`src/rtl/coin_disp.sv`:
```
// Coin refund dispenser: greedy 1 Rs / 50 p / 25 p selection with a handshake per coin.
// Define COIN_STOCK_EN to add finite stock counters, restock_in and shortfall reporting.
module coin_disp #(
    parameter logic [3:0] STOCK25  = 4'd8,
    parameter logic [3:0] STOCK50  = 4'd8,
    parameter logic [3:0] STOCK100 = 4'd8
) (
    input  logic       clock,
    input  logic       reset,
    input  logic       start_in,
    input  logic [3:0] amount_in,
    input  logic       coin_ack_in,
    input  logic       restock_in,
    output logic [1:0] coin_out,
    output logic       coin_valid_out,
    output logic       busy_out,
    output logic       done_out,
    output logic       error_out,
    output logic [3:0] remaining_out
);

    localparam logic [1:0] IDLE    = 2'd0;
    localparam logic [1:0] SELECT  = 2'd1;
    localparam logic [1:0] PRESENT = 2'd2;
    localparam logic [1:0] FINISH  = 2'd3;

    localparam logic [1:0] COIN25  = 2'b00;
    localparam logic [1:0] COIN50  = 2'b01;
    localparam logic [1:0] COIN100 = 2'b10;
    localparam logic [1:0] NO_COIN = 2'b11;

    logic [1:0] state_reg, state_next;
    logic [3:0] remaining_reg, remaining_next;
    logic [1:0] coin_reg, coin_next;
    logic       error_reg, error_next;
    logic [2:0] stock_avail;
    logic       ack_take;

    assign ack_take = (state_reg == PRESENT) && coin_ack_in;

    function automatic logic [3:0] coin_value(input logic [1:0] code);
        case (code)
            COIN100: coin_value = 4'd4;
            COIN50:  coin_value = 4'd2;
            default: coin_value = 4'd1;
        endcase
    endfunction

`ifdef COIN_STOCK_EN
    // One counter per coin kind, indexed by coin code; an acknowledge beats a restock.
    genvar gi;
    generate
        for (gi = 0; gi < 3; gi++) begin : g_stock
            localparam logic [3:0] INIT = (gi == 0) ? STOCK25 :
                                          (gi == 1) ? STOCK50 : STOCK100;
            logic [3:0] count_reg;

            always_ff @(posedge clock or negedge reset) begin
                if (!reset) begin
                    count_reg <= INIT;
                end else if (ack_take && (coin_reg == 2'(gi))) begin
                    if (count_reg != 4'd0)
                        count_reg <= count_reg - 4'd1;
                end else if ((state_reg == IDLE) && restock_in) begin
                    count_reg <= INIT;
                end
            end

            assign stock_avail[gi] = (count_reg != 4'd0);
        end
    endgenerate
`else
    logic unused_cfg;
    assign unused_cfg  = ^{restock_in, STOCK25, STOCK50, STOCK100};
    assign stock_avail = 3'b111;
`endif

    always_comb begin
        state_next     = state_reg;
        remaining_next = remaining_reg;
        coin_next      = coin_reg;
        error_next     = error_reg;
        case (state_reg)
            IDLE: begin
                if (start_in) begin
                    error_next     = 1'b0;
                    remaining_next = amount_in;
                    state_next     = (amount_in != 4'd0) ? SELECT : FINISH;
                end
            end
            SELECT: begin
                if ((remaining_reg >= 4'd4) && stock_avail[2]) begin
                    coin_next  = COIN100;
                    state_next = PRESENT;
                end else if ((remaining_reg >= 4'd2) && stock_avail[1]) begin
                    coin_next  = COIN50;
                    state_next = PRESENT;
                end else if (stock_avail[0]) begin
                    coin_next  = COIN25;
                    state_next = PRESENT;
                end else begin
                    // Shortfall: remaining keeps the undispensed amount.
                    error_next = 1'b1;
                    state_next = FINISH;
                end
            end
            PRESENT: begin
                if (coin_ack_in) begin
                    remaining_next = remaining_reg - coin_value(coin_reg);
                    state_next     = (remaining_next == 4'd0) ? FINISH : SELECT;
                end
            end
            default: begin
                state_next = IDLE;
            end
        endcase
    end

    always_ff @(posedge clock or negedge reset) begin
        if (!reset) begin
            state_reg     <= IDLE;
            remaining_reg <= 4'd0;
            coin_reg      <= NO_COIN;
            error_reg     <= 1'b0;
        end else begin
            state_reg     <= state_next;
            remaining_reg <= remaining_next;
            coin_reg      <= coin_next;
            error_reg     <= error_next;
        end
    end

    // Outputs decode straight from registers so reset takes effect without a clock edge.
    assign coin_valid_out = (state_reg == PRESENT);
    assign coin_out       = (state_reg == PRESENT) ? coin_reg : NO_COIN;
    assign busy_out       = (state_reg != IDLE);
    assign done_out       = (state_reg == FINISH);
    assign error_out      = error_reg;
    assign remaining_out  = remaining_reg;

endmodule

```
`config.mk`:
```
export PLATFORM = sky130hd
export DESIGN_NAME = coin_disp
export DESIGN_NICKNAME = d
export VERILOG_FILES = /design/src/rtl/coin_disp.sv
export SDC_FILE = /design/constraint.sdc
export NUM_CORES = 1
export LEC_CHECK = 0
export CORE_AREA = 8 8 45 47
export DETAILED_ROUTE_END_ITERATION = 10
export DIE_AREA = 0 0 53 55
export GPL_TIMING_DRIVEN = 1
export PLACE_DENSITY = 0.75
export SLEW_MARGIN = 20
export SYNTH_ARGS = -nofsm -noshare
export SYNTH_HDL_FRONTEND = slang
export SYNTH_SLANG_ARGS = --single-unit
```
`constraint.sdc`:
```
create_clock -name clock -period 2.4 [get_ports clock]
set_input_delay 0.36 -clock clock [delete_from_list [all_inputs] [get_ports clock]]
set_output_delay 0.36 -clock clock [all_outputs]
set_load 0.1 [all_outputs]
```
* Word-level counts from Yosys, hierarchy flattened *
Cells that the tools add are included.

word-level totals
  register bits after elaboration = 8
  bits of input ports = 9
  output and inout bits = 10

operators by class
  add/sub/neg operators = 1
  $lt $le $gt $ge = 2
  equality and inequality tests = 7
  mux-type cells = 14
  reductions and logical operators = 7

operators with widths
  kind                  number
  $mux W4               4
  $mux W2               6
  $pmux W4 S2           1
  $eq A2 B2 Y1 const B  3
  $pmux W2 S3           1
  $pmux W3 S2           1
  $eq A2 B1 Y1 const B  2
  $ge A4 B2 Y1 const B  1
  $ge A4 B3 Y1 const B  1
  $logic_not A4 Y1      1
  $ne A2 B2 Y1 const B  2
  $reduce_bool A2 Y1    2
  $reduce_bool A4 Y1    1
  $sub A4 B4 Y4         1
  $reduce_and A3 Y1     1
  $logic_not A2 Y1      1
  $reduce_and A2 Y1     1
  $mux W1               1

* Depth between registers and ports, before layout *
  depth in word-level cells = 9
  mapped depth = 9

* Worst setup path after synthesis *
OpenSTA, ideal clock, no wires.

  path kind = reg2out
  start point = register state_reg[1]
  end point = output coin_out[0]
  arrival = 2.328 ns
  data required time = 2.040 ns
  setup slack = -0.288 ns
  stages on the path, launching flop included = 4
  cell sequence = dfrtp_1 > or2b_2 > clkinv_1 > nand2_1

between the ends
  longest elaborated chain between the ends = 2

ends and longest elaborated chain
  what                      RTL line  RTL
  start, declared           32        logic [1:0] state_reg, state_next;
  start signal, assigned    126       state_reg <= state_next;
  $eq A2 B2 Y1              -
  named net coin_valid_out  15        output logic coin_valid_out,
  $mux W2                   135       assign coin_out = (state_reg == PRESENT) ? coin_reg : NO_COIN;
  end, declared             14        output logic [1:0] coin_out,

The timed path passes the listed nets, and every way through them passes these cells.

* Worst setup path after layout *
  start point = register coin_reg[0]
  end point = register state_reg[1]

between the ends
  longest elaborated chain between the ends = 9
  elaborated cells on any way between the ends = 10
  those cells by class = add/sub: 1; eq/ne: 2; mux: 6; reduce/logical: 1

ends and longest elaborated chain
  what                                          RTL line  RTL
  start, declared                               34        logic [1:0] coin_reg, coin_next;
  start signal, assigned                        128       coin_reg <= coin_next;
  $eq A2 B1 Y1 or $eq A2 B2 Y1 (tied branches)  42        case (code)
  $pmux W3 S2 *                                 42
  $mux W4 *                                     108       if (coin_ack_in) begin
  $mux W4 *                                     83        case (state_reg)
  $sub A4 B4 Y4 *                               109       remaining_next = remaining_reg - coin_value(coin_reg);
  $logic_not A4 Y1 *                            110       state_next = (remaining_next == 4'd0) ? FINISH : SELECT;
  $mux W2 *                                     110
  $mux W2 *                                     108
  $pmux W2 S3 *                                 83

Every way passes the cells marked *; elsewhere a longest branch is shown, timed or not. The select of a mux whose other input is x is not followed.
A chain may end at the register's enable or synchronous reset.

==> qor.txt <==
Final Max Slew Viols: 0
Area of the core: 1384 um2
Cell taking the most area after synthesis: dfrtp_1
Place WS: 0.1995 ns
Synth-to-Final Area Change: 39.33%
Yosys top cell area share: 0.2697
GP Congestion: 0.7989
# IOs: 19
# port buffers: 16
Origin of the worst setup path: coin_reg[0]
Clk Latency, worst-skew pair: 0.26 ns
Layout Nets: 97
TritonCTS clock tree: built
Full die area: 2915 um2
Top_reg_cell synth: dfrtp_1
Critical path's slowest cell: dfstp_2
Final Cycle Share: 0.9194
Most frequent cell after synthesis: nand2_1
Finished Layout Cells: 97
Max-Cap Viols: 0
# rows: 14
WS Path Type: reg2reg
Post-synth EDFFs: 0
Crit. End Element: register
Vias in the first global route: 489
Share of cells above drive strength 1: 0.2716
Clock Pin Slew Worst Setup and Hold Paths: 0.06 ns
R2R Path Start: coin_reg[0]
DRC viols: 0
RSZ-0062 raised after global routing: false
Endpoints failing setup: 0
Synth cell types: 30
Final hold viol count: 0
Via count: 491
Crit path launch type: register
Cell Chain, Critical Path: inv_1, ha_1, ha_1, inv_1, fa_1, xor2_1, nor3b_1, o21ai_1, a31oi_1
ANT nets after route: 0
Crit path max fanout: 3
Post-DP Area: 749.5 um2
Post-Synthesis Cell Area: 556.8 um2
DR iter-0 viols: 12
WP data arrival: 2.39 ns
Status: complete, no violations
Initial antenna violation count: 0
Fin crit period: 2.207 ns
First-pass GRT wire length: 2.063 mm
Hold Crit Class: in2async
F_max: 0.4532 GHz
Post-CTS Hold Buffers: 0
Synth top area cells: dfrtp_1, ha_1, dfstp_2, nand2_1, a21oi_1
Gr ovfl total: 0
Synthesized net count: 77
Synthesized instance count: 62
Clk sinks: 8
H-tree levels: 1
Yosys reg bits: 8
Placed Cells: 93
Number of diodes: 0
Register area share after synthesis: 0.3640
Drt total wl: 1.306 mm
Max FFs per register: 4
Mean Syn Cell Area: 8.980 um2
Most instantiated cells after synthesis: nand2_1, a21oi_1, dfrtp_1, inv_1, ha_1
Via density: 5.062
DR WL/cell: 13.46 um
Worst path max stage delay: 0.54 ns
Worst endpoint required time: 2.58 ns
Synth Warn #: 0
CTS Buf Count: 3
Global Route Usage Sum: 0.09351
Die height: 55 um
Async S/R FF share, synth: 1.000
Setup WS post-layout: 0.1934 ns
Die X: 53 um
Initial Utilization: 0.4024
Pin count of the biggest net entering global routing: 9
Clk root buf: clkbuf_4
1st-pass router iterations: 4
Deepest clock path buffer count: 2
Final instance area: 775.7 um2
Clk_skew: 0.01232 ns
DPL Wire Length: 1.056 mm
==> metrics by stage <==
stage / TNS [ns] / hold WS (ns) / utilization
finish: 0 / 0.3834 / 0.5606
global route: 0 / 0.4090 / 0.5606
CTS: 0 / 0.3935 / 0.5606
detailed placement: 0 / 0.5454 / 0.5416
global placement: 0 / 0.5374 / 0.5416
floorplan: -0.1316 / 0.06441 / -
==> path summary, 6_finish.rpt <==
check / slack (ns) / end / cells past startpoint
max: 0.19 / state_reg[1] / 9
min: 0.38 / remaining_out[3] / 1
max reg2reg: 0.19 / state_reg[1] / 9
min reg2reg: 0.56 / state_reg[0] / 1
max in group asynchronous: 1.69 / coin_reg[0] / 1
min in group clock: 0.56 / state_reg[0] / 1
==> repair_timing <==
| action | in CTS | in global routing |
|---|---|---|
| endpoints found under the setup margin | 0 | 1 |
| buffers inserted | 0 | 0 |
| resized for setup | 0 | 1 |
==> critical path, delay by kind of cell, from the launching register on <==
kind	cells	cell delay, ns
DFF	1	0.54
and+or+nand+nor	1	0.20
buffers and inverters	2	0.12
xor gates and xnor gates	1	0.19
AOI/OAI and AO/OA	2	0.29
adders and majority gates	3	0.81
==> layout by cell type (no fill, tap or decap), types with 3 or more instances in the layout <==
cell	instances
ha_1	5
buf_12	3
nor2_1	3
clkdlybuf4s50_1	7
a21oi_1	6
buf_4	6
dfrtp_1	6
inv_1	6
clkbuf_4	3
nand2_1	7
==> kinds of logic (layout without fill, tap and decap cells) <==
| logic type | Yosys count | count (layout) | synth area share |
|---|---|---|---|
| simple gates | 23 | 23 | 0.2247 |
| compound gates | 13 | 13 | 0.1416 |
| mux | 2 | 2 | 0.03820 |
| buf+inv | 8 | 27 | 0.06067 |
| fa+ha+maj | 6 | 6 | 0.1483 |
| xor+xnor | 1 | 1 | 0.01573 |
| flops | 8 | 8 | 0.3640 |
| other cells | 1 | 1 | 0.006735 |
==> final cells by class <==
| cell class | instances | area (um2) |
|---|---|---|
| inverter | 7 | 26.28 |
| sequential | 8 | 202.7 |
| timing repair buffer | 16 | 175.2 |
| clock buffer | 4 | 26.28 |
| tap | 16 | 20.02 |
| fill | 128 | 608.1 |
| multi-input combinational | 46 | 325.3 |
==> metal layers <==
layer	global-route usage	wire [um]
met2	0.1543	645
met1	0.1130	585
met5	0	0
met4	0.04310	9
met3	0.02139	65
Power is left out: the tool's default activity adds up to more than one toggle a clock period on the data nets, which glitch-free logic cannot reach.
